## src/rtl/alu_mul_sequencer_pkg.sv

```systemverilog
// Shared definitions for the shift-add multiply sequencer.
//   - ALU opcode encodings used when driving the execute-stage ALU
//   - iteration counter width
package alu_mul_sequencer_pkg;

  // ALU opcodes. ALU_NOP aliases the AND slot and is driven whenever the
  // sequencer is not issuing an operation, with both operands held at zero.
  localparam logic [3:0] ALU_AND  = 4'b0000;
  localparam logic [3:0] ALU_NOP  = 4'b0000;
  localparam logic [3:0] ALU_ADD  = 4'b0110;
  localparam logic [3:0] ALU_MUL  = 4'b1001;
  localparam logic [3:0] ALU_SHL  = 4'b1010;
  localparam logic [3:0] ALU_SHR  = 4'b1100;

  // Iteration counter width. It holds 0..WIDTH-1 and never wraps, because
  // the last iteration is detected at WIDTH-1.
  localparam int CNT_W = 6;

endpackage

```

## src/rtl/alu_mul_sequencer.sv

```systemverilog
// Multi-cycle unsigned shift-add multiplier that borrows the shared 32-bit
// combinational ALU. It serves the otherwise unused MUL opcode slot.
// Each iteration takes three ALU passes: ADD, then SHL, then SHR.
// The parent routes alu_* to the ALU while busy is high.
//
// Ports
//   clk, rst          clock and synchronous active-high reset
//   start             job request; only looked at in IDLE
//   mul_a, mul_b      multiplicand and multiplier, latched when a job is accepted
//   busy              high from the cycle after accept through the DONE cycle
//   done              one-cycle pulse; product and ovf are valid from this cycle
//   product           low WIDTH bits of mul_a*mul_b; held until the next accept
//   ovf               sticky flag: the full product does not fit in WIDTH bits
//   alu_A, alu_B      ALU operands (registered)
//   alu_sel           ALU opcode (registered)
//   alu_Cin           ALU carry-in, always 0
//   alu_Y, alu_Cout   ALU result and carry, combinational in the same cycle
//
// state | meaning
// ------+--------------------------------------------------------------
// IDLE  | waiting for start; ALU driven with NOP
// ADD   | acc += (mplier[0] ? mcand : 0); an add carry sets ovf
// SHL   | mcand <<= 1; a lost bit sets ovf if higher multiplier bits remain
// SHR   | mplier >>= 1; leave for DONE on the last iteration
// DONE  | done pulse, product valid; back to IDLE
module alu_mul_sequencer
  import alu_mul_sequencer_pkg::*;
#(
  parameter int WIDTH      = 32,
  parameter bit EARLY_EXIT = 1'b1
) (
  input  logic             clk,
  input  logic             rst,
  input  logic             start,
  input  logic [WIDTH-1:0] mul_a,
  input  logic [WIDTH-1:0] mul_b,
  output logic             busy,
  output logic             done,
  output logic [WIDTH-1:0] product,
  output logic             ovf,
  output logic [WIDTH-1:0] alu_A,
  output logic [WIDTH-1:0] alu_B,
  output logic [3:0]       alu_sel,
  output logic             alu_Cin,
  input  logic [WIDTH-1:0] alu_Y,
  input  logic             alu_Cout
);

  typedef enum logic [2:0] {
    S_IDLE = 3'd0,
    S_ADD  = 3'd1,
    S_SHL  = 3'd2,
    S_SHR  = 3'd3,
    S_DONE = 3'd4
  } state_t;

  state_t           state;
  logic [WIDTH-1:0] acc;
  logic [WIDTH-1:0] mcand;
  logic [WIDTH-1:0] mplier;
  logic [CNT_W-1:0] cnt;
  logic             last_iter;

  assign alu_Cin = 1'b0;

  // In SHR, alu_Y is the next multiplier value. If it is zero, the remaining
  // iterations would only add zero, so early exit can stop here.
  assign last_iter = (cnt == CNT_W'(WIDTH - 1)) || (EARLY_EXIT && (alu_Y == '0));

  // The ALU operands and opcode are registered. Each transition loads the
  // values that the next state needs, so the ALU sees stable inputs for
  // the whole cycle and alu_Y can be captured at the following edge.
  always_ff @(posedge clk) begin
    if (rst) begin
      state   <= S_IDLE;
      acc     <= '0;
      mcand   <= '0;
      mplier  <= '0;
      cnt     <= '0;
      product <= '0;
      busy    <= 1'b0;
      done    <= 1'b0;
      ovf     <= 1'b0;
      alu_A   <= '0;
      alu_B   <= '0;
      alu_sel <= ALU_NOP;
    end else begin
      done <= 1'b0;
      case (state)
        S_IDLE: begin
          if (start) begin
            acc     <= '0;
            mcand   <= mul_a;
            mplier  <= mul_b;
            ovf     <= 1'b0;
            cnt     <= '0;
            busy    <= 1'b1;
            alu_sel <= ALU_ADD;
            alu_A   <= '0;
            alu_B   <= mul_b[0] ? mul_a : '0;
            state   <= S_ADD;
          end
        end
        S_ADD: begin
          acc     <= alu_Y;
          ovf     <= ovf | alu_Cout;
          alu_sel <= ALU_SHL;
          alu_A   <= mcand;
          alu_B   <= '0;
          state   <= S_SHL;
        end
        S_SHL: begin
          mcand   <= alu_Y;
          // A bit shifted out of mcand only matters if a later multiplier
          // bit would still add it in.
          ovf     <= ovf | (alu_Cout & (|mplier[WIDTH-1:1]));
          alu_sel <= ALU_SHR;
          alu_A   <= mplier;
          alu_B   <= '0;
          state   <= S_SHR;
        end
        S_SHR: begin
          mplier <= alu_Y;
          cnt    <= cnt + CNT_W'(1);
          if (last_iter) begin
            // acc is already final, so product is loaded here and is
            // valid in the same cycle as the done pulse.
            product <= acc;
            done    <= 1'b1;
            alu_sel <= ALU_NOP;
            alu_A   <= '0;
            alu_B   <= '0;
            state   <= S_DONE;
          end else begin
            alu_sel <= ALU_ADD;
            alu_A   <= acc;
            alu_B   <= alu_Y[0] ? mcand : '0;
            state   <= S_ADD;
          end
        end
        S_DONE: begin
          busy  <= 1'b0;
          state <= S_IDLE;
        end
        default: begin
          busy    <= 1'b0;
          alu_sel <= ALU_NOP;
          alu_A   <= '0;
          alu_B   <= '0;
          state   <= S_IDLE;
        end
      endcase
    end
  end

endmodule

```

## config.mk

```make
export PLATFORM = sky130hd
export DESIGN_NAME = alu_mul_sequencer
export DESIGN_NICKNAME = d
export VERILOG_FILES = /design/src/rtl/alu_mul_sequencer_pkg.sv /design/src/rtl/alu_mul_sequencer.sv
export SDC_FILE = /design/constraint.sdc
export NUM_CORES = 1
export LEC_CHECK = 0
export ABC_CLOCK_PERIOD_IN_PS = 5200
export BUFFER_PORTS_ARGS = -buffer_cell sky130_fd_sc_hd__buf_2
export CORE_MARGIN = 2
export CORE_UTILIZATION = 55
export DETAILED_ROUTE_END_ITERATION = 10
export HOLD_SLACK_MARGIN = 0.15
export PLACE_DENSITY = 0.8
export SETUP_SLACK_MARGIN = 0.15
export SYNTH_ARGS = -nofsm -noshare
export SYNTH_HDL_FRONTEND = slang
export SYNTH_SLANG_ARGS = --single-unit
```

## constraint.sdc

```tcl
create_clock -name clk -period 5.2 [get_ports clk]
set_clock_uncertainty 0.05 [all_clocks]
set_input_delay 0.52 -clock clk [delete_from_list [all_inputs] [get_ports clk]]
set_output_delay 0.52 -clock clk [all_outputs]
set_load 0.01 [all_outputs]
```

==> out/results.tsv <==
stage	metric	value	unit
finish	final std cells w/o fill	1383	
timing	total negative setup slack	0	ns
placed_design	dpl hpwl	18100	µm
floorplan	die width	132	µm
placed_design	Port Buf Inserts	201	
critical_path	WS Path Type	in -> reg	
critical_path	crit path DAT	3.14	ns
yosys	most common cell in the synthesized netlist	dfxtp_1	
critical_path	Setup crit end kind	flip-flop	
finish	Final Util	66.9	%
finish	Layout area overhead	18.2	%
placed_design	Placer Congestion	0.841	
power	Logic pwr share	16.6	%
global_route	initial antenna violation count	1	
clock_network	register clock-pin slew on the reported worst setup and hold paths	0.06	ns
yosys	Synth Flop Type	dfxtp_1	
placed_design	placed cells	1347	
yosys	post-synthesis sequential area ratio	45.9	%
yosys	#FFs+latches synth	207	
floorplan	core area	15900	µm²
floorplan	Initial Utilization	56.6	%
critical_path	Crit path largest cell delay	0.83	ns
finish	# fillers	1336	
critical_path	Critical Path Source Type	input port	
clock_network	number of setup buffers added after CTS	0	
timing	Final Slew Violations	0	
global_route	global-route wire length before repair	45000	µm
yosys	Distinct cells, synth	48	
min_path	min-delay worst type	in -> reg	
job	maxcap violations	0	
timing	Tmin final	2.86	ns
clock_network	Clock Root Buffer	clkbuf_16	
yosys	Avg Cell Area, Syn	8.77	µm²
power	Sw Pwr	1.19	mW
finish	Final nets	1255	
routing	Routed Wire Length	28800	µm
clock_network	clk sinks	207	
finish	antenna cells	0	
power	Sw Ratio	29.4	%
yosys	Yosys top cell by area	dfxtp_1	
routing	Vias/cell	6.64	
floorplan	Die Y	132	µm
finish	layout cells sized above 1	23.2	%
timing	max_slew headroom	11.0	%
yosys	Synth area leaders	dfxtp_1, nand2_1, a22oi_1	
power	pwr dens	379	nW/µm²
routing	post-route ant nets	0	
routing	number of DRC markers in iteration 0	1186	
floorplan	# rows	46	
yosys	async set-reset flop share out of synthesis	0	%
routing	wire length per cell	20.8	µm
global_route	total global-route track usage	31.4	%
timing	fmax	0.349	GHz
timing	RSZ-0062 raised after global routing	no	
timing	measured slew at the worst slew-check pin	1.33	ns
timing	Min Hold Slack	0.241	ns
critical_path	Worst EP required	5.48	ns
clock_network	CTS tree	built	
critical_path	crit-path cells	buf_2, nor4_2, nand4_2, buf_4, o21ai_4, o22ai_1	
critical_path	Crit Path Max Fanout	35	
timing	post-route clock period utilization	55.1	%
clock_network	number of clock buffers inserted by TritonCTS	21	
clock_network	worst skew pair latency	0.50	ns
global_route	vias in the first global route	8229	
power	part of the power in the clock network	37.3	%
global_route	pin count of the biggest net entering global routing	99	
yosys	Synth Cell Area	9020	µm²
clock_network	Bufs on Longest Clock Path	3	
global_route	total global routing overflow	0	
critical_path	Worst path slowest cell	o21ai_4	
yosys	Synthesis Warnings	0	
power	Reg power frac	46.1	%
routing	1st-pass router iterations	7	
power	cell-internal power	2.85	mW
clock_network	PostCTS Resize Cnt	0	
routing	Residual DRC	0	
floorplan	I/O pin count	204	
run_status	outcome	completed	
yosys	EDFF count, synth	0	
routing	vias	9181	
yosys	top cell type's share of synthesized area	45.9	%
timing	Finish-stage setup viols	0	
finish	FF+latch area	4140	µm²
floorplan	die area	17400	µm²
yosys	cell count after synthesis	1028	
power	Final Power	4.03	mW
yosys	top cells by count, synth	dfxtp_1, nand2_1, clkbuf_1	
timing	Final Hold Violating Endpoints	0	
finish	area of the multi-input gates	4420	µm²
power	maximum vdd ir drop	0.229	mV
power	Pleak	4.43	nW
clock_network	htree depth	1	
clock_network	Hold-fix buffers, CTS	0	
[flip-flops by register name (all words and copies together), names as in the netlist, 3 cells and up]
signal	flops
acc	32
mplier	32
product	32
alu_B	32
alu_A	32
mcand	32
alu_sel	3
cnt	6
state	3
[path summary, 6_finish.rpt]
path | slack, ns | depth (start not counted) | startpoint | end
min | 0.24 | 3 | mul_a[16] | mcand[16]
max reg2reg | 2.66 | 6 | state[0] | acc[17]
max | 2.34 | 6 | alu_Y[17] | alu_A[25]
min reg2reg | 0.43 | 2 | busy | busy
[logic make-up (layout without fill, tap and decap cells)]
logic type                 Yosys count  count (layout)  share of synthesized area (%)
AOI/OAI and AO/OA                  315             315                           26.8
xor gates and xnor gates             1               1                         0.0971
adders and majority gates            1               1                          0.139
buffers and inverters              119             257                           5.59
DFF                                207             207                           45.9
other                                1               2                         0.0416
and+or+nand+nor                    384             384                           21.3
[layout make-up]
type / instances / share of cell area (%)
well taps: 216 / 2.54
inverters: 2 / 0.0704
clock inverters: 7 / 0.822
multi-input cells: 703 / 41.5
clock buffers: 29 / 5.49
flip-flops and latches: 207 / 38.9
repair buffers: 219 / 10.7
[cells in the final DEF, fill, tap and decap left out, drive strengths merged, types with 2 or more instances in the layout]
cell type / n
nor3: 3
clkinv: 4
and3: 34
nor2: 78
buf: 219
inv: 2
a222oi: 32
and2: 36
nand2: 133
and4: 2
dfxtp: 207
a311oi: 33
nand3: 33
nand4: 36
clkbuf: 29
nand3b: 3
conb: 2
a31oi: 32
nor2b: 3
nor4: 15
bufinv: 2
o21ai: 5
a221o: 32
o211ai: 2
nand2b: 3
o2111ai: 32
a211oi: 5
o22ai: 32
a21oi: 40
a22oi: 65
[layer usage]
layer	vias up	GRT usage, %	share of wire (%)
met5	-	0	0.045
met4	2	9.48	2.2
met3	52	5.00	9.9
met2	550	50.8	47
met1	4379	43.2	41
li1	4198	-	-
[worst max-delay path: cells and delay by family]
family	cells	cell delay, ns
AO/OA/AOI/OAI	2	1.06
buffers and inverters	2	0.54
AND/OR/NAND/NOR	2	0.99
[stage by stage]
step / area, µm² / setup slack (ns)
floorplan: 9020 / 3.19
global placement: 9990 / 2.00
detailed placement: 9990 / 1.97
CTS: 10700 / 2.42
global route: 10700 / 2.32
finish: 10700 / 2.34
[power by group through the flow]
stage / sequential (mW) / combinational (mW) / clock (mW)
4_1_cts: 1.86 / 0.659 / 1.51
2_1_floorplan: 1.86 / 0.433 / 0
3_5_place_dp: 1.89 / 0.653 / 0
5_1_grt: 1.88 / 0.725 / 1.57
3_3_place_gp: 1.89 / 0.637 / 0
6_report: 1.86 / 0.668 / 1.51
(Power assumes the default switching activity.)
